**src/rtl/clock_enable_monitor_pkg.sv**
```systemverilog
// Shared types and widths for the clock-enable monitor.
package clock_enable_monitor_pkg;

  typedef enum logic [1:0] {IDLE, ACQ, LOCKED} mon_state_t;

  localparam int ERR_CNT_W = 16;

endpackage

```
**src/rtl/clock_enable_monitor_period_cnt.sv**
```systemverilog
// Elapsed-cycle counter between enable strobes: period value, measurement and timeout strobes.
module enable_period_cnt
  import clock_enable_monitor_pkg::*;
#(
  parameter int RATIO = 50,
  parameter int TOL   = 1,
  parameter int CNT_W = 8
) (
  input  logic             clk,
  input  logic             rst,
  input  logic             i_en,
  output logic [CNT_W:0]   o_p,
  output logic             o_meas,
  output logic             o_timeout
);

  localparam logic [CNT_W:0]   P_ONE     = {{CNT_W{1'b0}}, 1'b1};
  localparam logic [CNT_W:0]   TIMEOUT_P = (CNT_W + 1)'(RATIO + 1 + TOL);
  localparam logic [CNT_W-1:0] CNT_ONE   = {{(CNT_W-1){1'b0}}, 1'b1};

  logic [CNT_W-1:0] cnt_q, cnt_d;

  always_comb begin
    cnt_d = cnt_q;
    if (i_en) begin
      cnt_d = '0;
    end else if (cnt_q != '1) begin
      cnt_d = cnt_q + CNT_ONE;
    end
  end

  always_ff @(posedge clk or negedge rst) begin
    if (!rst) begin
      cnt_q <= '0;
    end else begin
      cnt_q <= cnt_d;
    end
  end

  // Period is one more than the cycles counted since the last strobe.
  assign o_p       = {1'b0, cnt_q} + P_ONE;
  assign o_meas    = i_en;
  assign o_timeout = !i_en && (o_p == TIMEOUT_P);

endmodule

```
**src/rtl/clock_enable_monitor.sv**
```systemverilog
// Enable-strobe period monitor: lock FSM and registered status outputs.
// Optional error statistics counter enabled by CLOCK_ENABLE_MONITOR_STATS_EN.
module clock_enable_monitor
  import clock_enable_monitor_pkg::*;
#(
  parameter int RATIO    = 50,
  parameter int TOL      = 1,
  parameter int LOCK_CNT = 4,
  parameter int CNT_W    = 8
) (
  input  logic                 clk,
  input  logic                 rst,
  input  logic                 i_en,
  output logic                 o_locked,
  output logic                 o_err,
  output logic [CNT_W-1:0]     o_period,
  output logic                 o_period_vld
`ifdef CLOCK_ENABLE_MONITOR_STATS_EN
  ,
  output logic [ERR_CNT_W-1:0] o_err_cnt
`endif
);

  localparam int               GCNT_W   = $clog2(LOCK_CNT + 1);
  localparam logic [GCNT_W-1:0] GCNT_ONE = GCNT_W'(1);
  localparam logic [GCNT_W-1:0] LOCK_M1  = GCNT_W'(LOCK_CNT - 1);
  localparam int               P_LO     = RATIO + 1 - TOL;
  localparam int               P_HI     = RATIO + 1 + TOL;

  logic [CNT_W:0] p;
  logic           meas;
  logic           timeout;
  logic           good;

  enable_period_cnt #(
    .RATIO (RATIO),
    .TOL   (TOL),
    .CNT_W (CNT_W)
  ) u_period_cnt (
    .clk       (clk),
    .rst       (rst),
    .i_en      (i_en),
    .o_p       (p),
    .o_meas    (meas),
    .o_timeout (timeout)
  );

  assign good = (int'(p) >= P_LO) && (int'(p) <= P_HI);

  mon_state_t        state_q, state_d;
  logic [GCNT_W-1:0] gcnt_q, gcnt_d;
  logic              locked_q, locked_d;
  logic              err_q, err_d;
  logic [CNT_W-1:0]  period_q, period_d;
  logic              vld_q, vld_d;

  always_comb begin
    state_d  = state_q;
    gcnt_d   = gcnt_q;
    err_d    = 1'b0;
    vld_d    = 1'b0;
    period_d = period_q;
    case (state_q)
      IDLE: begin
        // First strobe only arms the counter; there is no period to measure yet.
        if (meas) begin
          state_d = ACQ;
          gcnt_d  = '0;
        end
      end
      ACQ: begin
        if (meas) begin
          period_d = p[CNT_W-1:0];
          vld_d    = 1'b1;
          if (good) begin
            gcnt_d = gcnt_q + GCNT_ONE;
            if (gcnt_q == LOCK_M1) begin
              state_d = LOCKED;
            end
          end else begin
            err_d  = 1'b1;
            gcnt_d = '0;
          end
        end else if (timeout) begin
          err_d   = 1'b1;
          state_d = IDLE;
        end
      end
      LOCKED: begin
        if (meas) begin
          period_d = p[CNT_W-1:0];
          vld_d    = 1'b1;
          if (!good) begin
            err_d   = 1'b1;
            gcnt_d  = '0;
            state_d = ACQ;
          end
        end else if (timeout) begin
          err_d   = 1'b1;
          state_d = IDLE;
        end
      end
      default: begin
        state_d = IDLE;
        gcnt_d  = '0;
      end
    endcase
    locked_d = (state_d == LOCKED);
  end

  always_ff @(posedge clk or negedge rst) begin
    if (!rst) begin
      state_q  <= IDLE;
      gcnt_q   <= '0;
      locked_q <= 1'b0;
      err_q    <= 1'b0;
      period_q <= '0;
      vld_q    <= 1'b0;
    end else begin
      state_q  <= state_d;
      gcnt_q   <= gcnt_d;
      locked_q <= locked_d;
      err_q    <= err_d;
      period_q <= period_d;
      vld_q    <= vld_d;
    end
  end

  assign o_locked     = locked_q;
  assign o_err        = err_q;
  assign o_period     = period_q;
  assign o_period_vld = vld_q;

`ifdef CLOCK_ENABLE_MONITOR_STATS_EN
  logic [ERR_CNT_W-1:0] err_cnt_q, err_cnt_d;

  always_comb begin
    err_cnt_d = err_cnt_q;
    if (err_d && (err_cnt_q != '1)) begin
      err_cnt_d = err_cnt_q + ERR_CNT_W'(1);
    end
  end

  always_ff @(posedge clk or negedge rst) begin
    if (!rst) begin
      err_cnt_q <= '0;
    end else begin
      err_cnt_q <= err_cnt_d;
    end
  end

  assign o_err_cnt = err_cnt_q;
`endif

endmodule

```
**config.mk**
```make
export PLATFORM = sky130hd
export DESIGN_NAME = clock_enable_monitor
export DESIGN_NICKNAME = d
export VERILOG_FILES = /design/src/rtl/clock_enable_monitor_pkg.sv /design/src/rtl/clock_enable_monitor_period_cnt.sv /design/src/rtl/clock_enable_monitor.sv
export SDC_FILE = /design/constraint.sdc
export NUM_CORES = 1
export LEC_CHECK = 0
export ABC_CLOCK_PERIOD_IN_PS = 2100
export CAP_MARGIN = 20
export CORE_MARGIN = 2
export CORE_UTILIZATION = 50
export DETAILED_ROUTE_END_ITERATION = 8
export GPL_TIMING_DRIVEN = 0
export HOLD_SLACK_MARGIN = 0.1
export PLACE_DENSITY = 0.75
export SYNTH_ARGS = -nofsm -noshare
export SYNTH_HDL_FRONTEND = slang
export SYNTH_SLANG_ARGS = --single-unit
```
**constraint.sdc**
```tcl
create_clock -name clk -period 2.1 [get_ports clk]
set_input_delay 0.42 -clock clk [delete_from_list [all_inputs] [get_ports clk]]
set_output_delay 0.42 -clock clk [all_outputs]
set_load 0.02 [all_outputs]
```
==> results.sh, run 1 <==
export IMPL_root_buffer="clkbuf_4"
export IMPL_finalInstanceArea_mm2=0.00170
export IMPL_die_area_mm2=0.00309
export IMPL_cts_buffers=3
export IMPL_ir_drop_uv=803
export IMPL_coreArea_mm2=0.00250
export IMPL_yosys_top_cells_count="24 x dfrtp_1, 13 x nand2_1, 11 x nor2_1, 10 x inv_1, 9 x o21ai_0"
export IMPL_io_pins=14
export IMPL_dp_slack_ps=-280
export IMPL_regArea_um2=603
export IMPL_synth_top_cells_by_area="dfrtp_1 45%, ha_1 7.5%, nand2_1 3.7%, o21ai_0 3.4%, xnor2_1 3.3%"
export IMPL_cts_sinks=24
export IMPL_yosysMostFrequentCell="dfrtp_1"
export IMPL_vias_per_cell=5.67
export IMPL_startpoint_type="flip-flop"
export IMPL_fmax_ghz=0.439
export IMPL_avgSynthCellArea_um2=10.1
export IMPL_finalMaxSlewViolations=0
export IMPL_synth_fp_nets=143
export IMPL_max_stage_delay_ps=490
export IMPL_rsz0062_at_grt="true"
export IMPL_setup_violations=3
export IMPL_gp_congestion=0.779
export IMPL_rows=18
export IMPL_crit_path_end_kind="flip-flop"
export IMPL_initial_core_util_pct=53.3
export IMPL_portBuffers=13
export IMPL_yosys_warnings=0
export IMPL_grt_antenna_before_repair=0
export IMPL_cap_viol_max_count=0
export IMPL_crit_path_max_fanout=7
export IMPL_grt_pass1_wl_um=4350
export IMPL_seq_area_frac_synth_pct=45.1
export IMPL_synth_top_area_cell="dfrtp_1"
export IMPL_wl_um=2600
export IMPL_overflow=0
export IMPL_outcome="finished with violations"
export IMPL_synth_edff_count=0
export IMPL_period_minus_slack_ps=2280
export IMPL_h_tree_depth=1
export IMPL_min_path_type="in2async"
export IMPL_slowest_stage="or4_4"
export IMPL_synthCells=132
export IMPL_met3_usage_pct=5.12
export IMPL_p_leak_nw=0.732
export IMPL_dr_pass1_iters=4
export IMPL_cp_num_buf_inv=0
export IMPL_drtAntennaViolNets=0
export IMPL_multi_input_area_um2=744
export IMPL_place_area_mm2=0.00151
export IMPL_wl_per_cell_um=14.0
export IMPL_finalCoreUtilization_pct=67.9
export IMPL_fp_dieH_um=55.6
export IMPL_dieWidth_um=55.6
export IMPL_num_fill_cells=190
export IMPL_powerDensity_mw_per_mm2=799
export IMPL_synthFlopType="dfrtp_1"
export IMPL_violations="setup timing"
export IMPL_synth_seq_cells=24
export IMPL_route_detailed_drc=0
export IMPL_vias=1055
export IMPL_syn_cell_area_mm2=0.00133
export IMPL_hold_viol=0
export IMPL_nets=168
export IMPL_synth_cell_type_count=42
export IMPL_area_delta_synth_final_pct=27.4
export IMPL_yosys_area_top_type_share_pct=45.1
export IMPL_skew_ps=5.85
export IMPL_drive_gt1_share_pct=21.8
export IMPL_cp_required_ps=2340
export IMPL_critical_path_top_delay_family="compound AO/OA/AOI/OAI gates"
export IMPL_postLayoutSetupSlackWorst_ps=-179
export IMPL_drtIter0Drc=14
export IMPL_clk_pin_slew_ps=130
export IMPL_grt_pass1_vias=1008
export IMPL_antenna_cells=0
export IMPL_use_met2_pct=28.6
export IMPL_period_share_pct=109
export IMPL_worstPathCellList="ha_4 > and4b_1 > o311a_4 > a41o_1 > or4_4 > a211oi_2"
export IMPL_holdBufCountCts=0
export IMPL_grt_use_total_pct=17.5
export IMPL_grt_use_met1_pct=23.4
export IMPL_criticalPathCategory="reg2reg"
export IMPL_clkLatencyLatePin_ps=320
export IMPL_cp_data_arrival_time_ps=2510
export IMPL_clockBufferDepth=2
export IMPL_grt_max_degree=25
export IMPL_ys_async_sr_fraction_pct=100
export IMPL_cts_tree="done"
export IMPL_reg2reg_slack_ps=-180
export IMPL_timing_hold_ws_ps=431
export IMPL_worst_pin_slew_ps=535
export IMPL_slew_headroom_pct=64.3
export IMPL_top_usage_layer="met2"
export IMPL_dpl_hpwl_um=1880
-- cell type report --
class                   count  share of cell area [%]
well taps                  30                    2.21
plain buffers               4                    1.84
multi-input cells          94                    43.9
flip-flops and latches     24                    35.5
inverters                  10                    2.21
clock inverters             1                    1.77
repair buffers             20                    11.2
clock buffers               3                    1.33
-- metal layers --
| metal | vias up | wire [um] |
|---|---|---|
| li1 | 512 | - |
| met1 | 513 | 1240 |
| met2 | 28 | 1210 |
| met3 | 2 | 140 |
| met4 | 0 | 11 |
| met5 | - | 0 |
-- power breakdown --
group	internal (mW)	switching, mW
combinational	0.208	0.260
clock	0.193	0.137
sequential	0.518	0.0382
-- cells in the final DEF, fill, tap and decap left out, types with 3 or more instances in the layout --
cell and count:
clkbuf_4 3, o21ai_0 9, nor2_1 10, nor3_1 3, dfrtp_1 22, nand2_1 13, nand3_1 4, inv_1 10
buf_4 6, a21oi_1 8, ha_1 7, clkdlybuf4s50_1 13, xnor2_1 5
-- worst register-to-register path, stage by stage (launching register included) --
cell	delay (ps)
dfrtp_2	450
ha_4	190
and4b_1	210
o311a_4	400
a41o_1	250
or4_4	490
a211oi_2	210
-- sequential cells by signal, indices dropped and copies added (netlist names) --
name                cells
u_period_cnt.cnt_q      8
o_err                   1
o_period_vld            1
o_period                8
gcnt_q                  3
o_locked                1
state_q                 2
-- repair_timing --
action,4_1_cts,5_1_grt
hold endpoints to repair,0,0
pin swaps,1,6
resized for setup,5,5
setup buffers,6,0
gates cloned,0,0
endpoints found under the setup margin,6,6
-- logic make-up after synthesis --
group	count (synthesis)	share of synthesized area, %
compound gates	31	17.7
fa+ha+maj	8	7.52
mux	2	1.88
flops	24	45.1
buf+inv	14	5.17
xor+xnor	7	4.61
simple gates	46	18.0
-- per-stage QoR --
stage          cells  power, mW  setup TNS (ps)
3_3_place_gp     175      0.980            -555
2_1_floorplan    132      0.847           -31.0
5_1_grt          186       1.44            -511
4_1_cts          185       1.35            -176
6_report         186       1.36            -224
3_5_place_dp     175      0.999            -730
-- worst paths after layout --
| path | from | depth (start not counted) | end |
|---|---|---|---|
| setup / recovery | u_period_cnt.cnt_q[1] | 6 | o_locked |
| hold / removal | rst | 1 | o_period[5] |
| setup reg to reg | u_period_cnt.cnt_q[1] | 6 | o_locked |
| hold reg to reg | o_period[5] | 2 | o_period[5] |
| max in group asynchronous | rst | 2 | u_period_cnt.cnt_q[1] |
| min in group clk | o_period[5] | 2 | o_period[5] |
Power figures use the tool's default switching activity.
==> inputs of run 2 (changes only) <==
--- a/config.mk
+++ b/config.mk
@@ -5,14 +5,15 @@
 export SDC_FILE = /design/constraint.sdc
 export NUM_CORES = 1
 export LEC_CHECK = 0
-export ABC_CLOCK_PERIOD_IN_PS = 2100
+export ABC_CLOCK_PERIOD_IN_PS = 2200
 export CAP_MARGIN = 20
 export CORE_MARGIN = 2
-export CORE_UTILIZATION = 50
+export CORE_UTILIZATION = 55
+export CTS_CLUSTER_SIZE = 12
 export DETAILED_ROUTE_END_ITERATION = 8
 export GPL_TIMING_DRIVEN = 0
 export HOLD_SLACK_MARGIN = 0.1
-export PLACE_DENSITY = 0.75
+export PLACE_DENSITY = 0.78
 export SYNTH_ARGS = -nofsm -noshare
 export SYNTH_HDL_FRONTEND = slang
 export SYNTH_SLANG_ARGS = --single-unit
==> constraint.sdc (replaced) <==
create_clock -name clk -period 2.2 [get_ports clk]
set_input_delay 0.44 -clock clk [delete_from_list [all_inputs] [get_ports clk]]
set_output_delay 0.44 -clock clk [all_outputs]
set_load 0.02 [all_outputs]
==> run 2 against run 1 <==
Compared with the run above:
- the flow still finishes with violations (setup timing)
- clock power is 41% lower
- critical path depth rose by 1
- die area decreased by 8.4%
- non-clock buffer count is the same
- via count shrank 1.3%
- largest power group unchanged
==> results.sh, run 2 (same netlist as run 1, synthesis figures left out) <==
export IMPL_grt_pass1_wl_um=4570
export IMPL_p_leak_nw=0.730
export IMPL_h_tree_depth=1
export IMPL_reg2reg_to="o_locked"
export IMPL_drtIter0Drc=22
export IMPL_mostFrequentLayoutCells="22 x dfrtp_1, 13 x clkdlybuf4s50_1, 12 x nand2_1"
export IMPL_antenna_cells=0
export IMPL_grt_use_met1_pct=30.5
export IMPL_cp_required_ps=2440
export IMPL_grt_max_degree=25
export IMPL_min_path_type="in2async"
export IMPL_period_share_pct=101
export IMPL_root_buffer="clkbuf_4"
export IMPL_drtAntennaViolNets=0
export IMPL_outcome="finished with violations"
export IMPL_fmax_ghz=0.450
export IMPL_grt_antenna_before_repair=0
export IMPL_layout_commonest_cell="dfrtp_1"
export IMPL_vias=1041
export IMPL_clkLatencyLatePin_ps=320
export IMPL_die_area_mm2=0.00283
export IMPL_crit_path_max_fanout=7
export IMPL_coreArea_mm2=0.00225
export IMPL_reg2reg_from="u_period_cnt.cnt_q[1]"
export IMPL_powerDensity_mw_per_mm2=704
export IMPL_route_detailed_drc=0
export IMPL_clockBufferDepth=2
export IMPL_p_total_mw=1.16
export IMPL_reg2reg_slack_ps=-20
export IMPL_hold_viol=0
export IMPL_initial_core_util_pct=59.0
export IMPL_cts_sinks=24
export IMPL_worst_pin_slew_ps=402
export IMPL_ir_drop_uv=489
export IMPL_cp_data_arrival_time_ps=2470
export IMPL_violations="setup timing"
export IMPL_dieWidth_um=53.2
export IMPL_crit_start="u_period_cnt.cnt_q[1]"
export IMPL_holdBufCountCts=0
export IMPL_num_fill_cells=170
export IMPL_drive_gt1_share_pct=20.6
export IMPL_nets=168
export IMPL_wl_per_cell_um=15.0
export IMPL_wl_um=2740
export IMPL_io_pins=14
export IMPL_crit_path_end_kind="flip-flop"
export IMPL_grt_pass1_vias=988
export IMPL_slew_headroom_pct=73.1
export IMPL_gp_congestion=0.865
export IMPL_finalMaxSlewViolations=0
export IMPL_timing_hold_ws_ps=395
export IMPL_overflow=0
export IMPL_skew_ps=2.47
export IMPL_reg2reg_depth=7
export IMPL_area_delta_synth_final_pct=23.6
export IMPL_cap_viol_max_count=0
export IMPL_portBuffers=13
export IMPL_fp_dieH_um=53.2
export IMPL_grt_use_total_pct=23.0
export IMPL_criticalPathCategory="reg2reg"
export IMPL_top_usage_layer="met2"
export IMPL_clk_pin_slew_ps=120
export IMPL_cts_tree="done"
export IMPL_dr_pass1_iters=4
export IMPL_use_met2_pct=37.4
export IMPL_rsz0062_at_grt="true"
export IMPL_vias_per_cell=5.69
export IMPL_met3_usage_pct=2.54
export IMPL_rows=17
export IMPL_worstSetupEndpoint="o_locked"
export IMPL_dpl_hpwl_um=2000
export IMPL_period_minus_slack_ps=2220
export IMPL_postLayoutSetupSlackWorst_ps=-23.9
export IMPL_setup_violations=1
export IMPL_cts_buffers=3
export IMPL_startpoint_type="flip-flop"
run 2: routing by layer:
layer	vias up	wire (um)
met5	-	0
met3	5	109
met1	496	1210
met2	28	1360
li1	512	-
met4	0	58
run 2: cell type report:
| class | instances | area [um2] | area share, % |
|---|---|---|---|
| Sequential cell | 24 | 603 | 36.7 |
| Buffer | 4 | 31.3 | 1.90 |
| Clock buffer | 3 | 22.5 | 1.37 |
| Multi-Input combinational cell | 94 | 713 | 43.3 |
| Tap cell | 28 | 35.0 | 2.13 |
| Inverter | 10 | 37.5 | 2.28 |
| Timing Repair Buffer | 20 | 203 | 12.3 |
run 2: worst min path at each step:
stage                startpoint           to
detailed placement  o_period[5]  o_period[5]
finish                      rst  o_period[5]
floorplan                   rst    gcnt_q[0]
global route                rst  o_period[7]
global placement    o_period[6]  o_period[6]
CTS                 o_period[5]  o_period[5]
run 2: what timing repair did:
action                                  CTS  global route
pin swaps                                 3             1
gates resized for setup                   8             1
endpoints found under the setup margin    6             4
setup buffers                             6             0
run 2: report_power, final:
group | leakage, nW | switching [mW] | total, mW | internal, mW
Combinational | 0.397 | 0.238 | 0.434 | 0.196
Sequential | 0.320 | 0.0359 | 0.531 | 0.495
Clock | 0.0138 | 0.130 | 0.194 | 0.0643
Total | 0.730 | 0.404 | 1.16 | 0.755
run 2: worst max-delay path, cell delays in order, from the launching register on:
cell,delay (ps)
dfrtp_2,460
ha_4,200
nor4b_2,230
o311a_1,270
a31o_4,130
a41oi_2,110
or4_4,540
a211oi_2,200
run 2: per-stage QoR:
| step | setup slack (ps) | utilization (%) | cells | cell area [um2] | TNS [ps] |
|---|---|---|---|---|---|
| final | -23.9 | 73.0 | 183 | 1650 | -23.9 |
| after global routing | -110 | 73.0 | 183 | 1650 | -110 |
| after CTS | -18.1 | 71.5 | 182 | 1610 | -18.1 |
| after detailed placement | -199 | 66.9 | 173 | 1510 | -589 |
| after global placement | -146 | 66.9 | 173 | 1510 | -189 |
| after floorplan | 11.2 | - | 132 | 1340 | 0 |
==> inputs of run 3 (changes only) <==
--- a/config.mk
+++ b/config.mk
@@ -5,15 +5,14 @@
 export SDC_FILE = /design/constraint.sdc
 export NUM_CORES = 1
 export LEC_CHECK = 0
-export ABC_CLOCK_PERIOD_IN_PS = 2200
+export ABC_CLOCK_PERIOD_IN_PS = 1840
 export CAP_MARGIN = 20
 export CORE_MARGIN = 2
-export CORE_UTILIZATION = 55
-export CTS_CLUSTER_SIZE = 12
+export CORE_UTILIZATION = 50
 export DETAILED_ROUTE_END_ITERATION = 8
 export GPL_TIMING_DRIVEN = 0
 export HOLD_SLACK_MARGIN = 0.1
-export PLACE_DENSITY = 0.78
+export PLACE_DENSITY = 0.75
 export SYNTH_ARGS = -nofsm -noshare
 export SYNTH_HDL_FRONTEND = slang
 export SYNTH_SLANG_ARGS = --single-unit
==> constraint.sdc (replaced) <==
create_clock -name clk -period 1.84 [get_ports clk]
set_input_delay 0.368 -clock clk [delete_from_list [all_inputs] [get_ports clk]]
set_output_delay 0.368 -clock clk [all_outputs]
set_load 0.02 [all_outputs]
==> run 3 against run 2 <==
Compared with the run above:
- the flow still finishes with violations (setup timing)
- die area increased by 9.2%
- via count increased by 3.7%
- non-clock buffer count increased by 4
- highest routed layer unchanged
- wire length increased by 1.8%
- critical endpoint unchanged
==> results.sh, run 3 (same netlist as run 1, synthesis figures left out) <==
export IMPL_cap_viol_max_count=0
export IMPL_rows=18
export IMPL_layout_commonest_cell="dfrtp_1"
export IMPL_violations="setup timing"
export IMPL_h_tree_depth=1
export IMPL_outcome="finished with violations"
export IMPL_startpoint_type="flip-flop"
export IMPL_wl_um=2790
export IMPL_multi_input_area_um2=729
export IMPL_ir_drop_uv=620
export IMPL_slowest_stage="or4_4"
export IMPL_clockBufferDepth=2
export IMPL_drtIter0Drc=31
export IMPL_cts_sinks=24
export IMPL_clkLatencyLatePin_ps=310
export IMPL_clk_pin_slew_ps=130
export IMPL_min_path_type="in2async"
export IMPL_wl_per_cell_um=14.8
export IMPL_die_area_mm2=0.00309
export IMPL_holdBufCountCts=0
export IMPL_hold_viol=0
export IMPL_io_pins=14
export IMPL_portBuffers=13
export IMPL_timing_hold_ws_ps=407
export IMPL_gp_congestion=0.786
export IMPL_grt_antenna_before_repair=0
export IMPL_nets=172
export IMPL_route_detailed_drc=0
export IMPL_place_inst=175
export IMPL_cp_depth=6
export IMPL_num_fill_cells=192
export IMPL_antenna_cells=0
export IMPL_max_stage_delay_ps=490
export IMPL_dieWidth_um=55.6
export IMPL_critical_path_top_delay_family="compound AO/OA/AOI/OAI gates"
export IMPL_finalMaxSlewViolations=0
export IMPL_area_delta_synth_final_pct=26.3
export IMPL_vias=1080
export IMPL_reg2reg_slack_ps=-460
export IMPL_fmax_ghz=0.435
export IMPL_period_share_pct=125
export IMPL_grt_use_total_pct=19.5
export IMPL_finalInstanceArea_mm2=0.00168
export IMPL_postLayoutSetupSlackWorst_ps=-461
export IMPL_vias_per_cell=5.71
export IMPL_reg2reg_depth=6
export IMPL_cts_buffers=3
export IMPL_grt_pass1_wl_um=4860
export IMPL_mostFrequentLayoutCells="22 x dfrtp_1, 13 x clkdlybuf4s50_1, 12 x nand2_1"
export IMPL_regArea_um2=603
export IMPL_skew_ps=4.78
export IMPL_reg2reg_to="o_locked"
export IMPL_grt_pass1_vias=1034
export IMPL_cp_data_arrival_time_ps=2540
export IMPL_setup_violations=7
export IMPL_finalCoreUtilization_pct=67.3
export IMPL_worst_pin_slew_ps=578
export IMPL_cp_required_ps=2080
export IMPL_coreArea_mm2=0.00250
export IMPL_drive_gt1_share_pct=23.9
export IMPL_dr_pass1_iters=4
export IMPL_initial_core_util_pct=53.3
export IMPL_cts_tree="done"
export IMPL_grt_max_degree=25
export IMPL_crit_path_max_fanout=7
export IMPL_powerDensity_mw_per_mm2=841
export IMPL_final_cells=189
export IMPL_dpl_hpwl_um=1890
export IMPL_period_minus_slack_ps=2300
export IMPL_fp_dieH_um=55.6
export IMPL_overflow=0
export IMPL_reg2reg_from="u_period_cnt.cnt_q[1]"
export IMPL_worstPathCellList="ha_4 > and4b_1 > o311a_1 > a41o_1 > or4_4 > a211oi_2"
export IMPL_rsz0062_at_grt="true"
export IMPL_p_leak_nw=0.746
export IMPL_crit_path_end_kind="flip-flop"
export IMPL_criticalPathCategory="reg2reg"
export IMPL_drtAntennaViolNets=0
export IMPL_place_area_mm2=0.00153
export IMPL_root_buffer="clkbuf_4"
export IMPL_cp_num_buf_inv=0
export IMPL_slew_headroom_pct=61.4
-- run 3: per-layer routing --
layer | up-vias | routed length (um) | track usage (%)
met5 | - | 0 | 0
met4 | 0 | 19 | 6.27
met3 | 2 | 137 | 2.79
met2 | 33 | 1310 | 30.3
met1 | 527 | 1330 | 28.0
li1 | 518 | - | -
-- run 3: layout make-up --
type | instances | share of cell area [%]
plain buffers | 4 | 1.86
flip-flops and latches | 24 | 35.9
clock buffers | 3 | 1.34
repair buffers | 24 | 13.1
multi-input cells | 94 | 43.4
inverters | 10 | 2.23
well taps | 30 | 2.23
-- run 3: worst reg2reg max path: stages (launching register included) --
cell and delay (ps):
dfrtp_2 460, ha_4 200, and4b_1 200, o311a_1 410, a41o_1 280, or4_4 490
a211oi_2 200
-- run 3: worst max path at each step --
| stage | slack, ps | end | from |
|---|---|---|---|
| final | -460 | o_locked | u_period_cnt.cnt_q[1] |
| after global routing | -520 | o_locked | u_period_cnt.cnt_q[1] |
| after CTS | -390 | o_locked | u_period_cnt.cnt_q[1] |
| after detailed placement | -520 | o_locked | u_period_cnt.cnt_q[0] |
| after global placement | -480 | o_locked | u_period_cnt.cnt_q[0] |
| after floorplan | -290 | o_locked | u_period_cnt.cnt_q[0] |
-- run 3: timing repair --
action                                  4_1_cts  5_1_grt
cloned                                        0        0
setup buffers                                 8        2
pin swaps                                     5        1
endpoints found under the setup margin        7        7
gates resized for setup                       7        1
-- run 3: where the power goes --
group | internal [mW] | leakage (nW) | switching, mW | total, mW
combinational | 0.243 | 0.412 | 0.305 | 0.547
clock | 0.0766 | 0.0138 | 0.153 | 0.230
sequential | 0.592 | 0.320 | 0.0460 | 0.638
-- run 3: per-stage QoR --
| step | setup TNS [ps] | setup slack (ps) | total power, mW |
|---|---|---|---|
| final | -2260 | -461 | 1.41 |
| after detailed placement | -2050 | -523 | 1.15 |
| after CTS | -1640 | -392 | 1.40 |
| after global placement | -1700 | -478 | 1.13 |
| after floorplan | -699 | -291 | 0.976 |
| after global routing | -2700 | -519 | 1.49 |
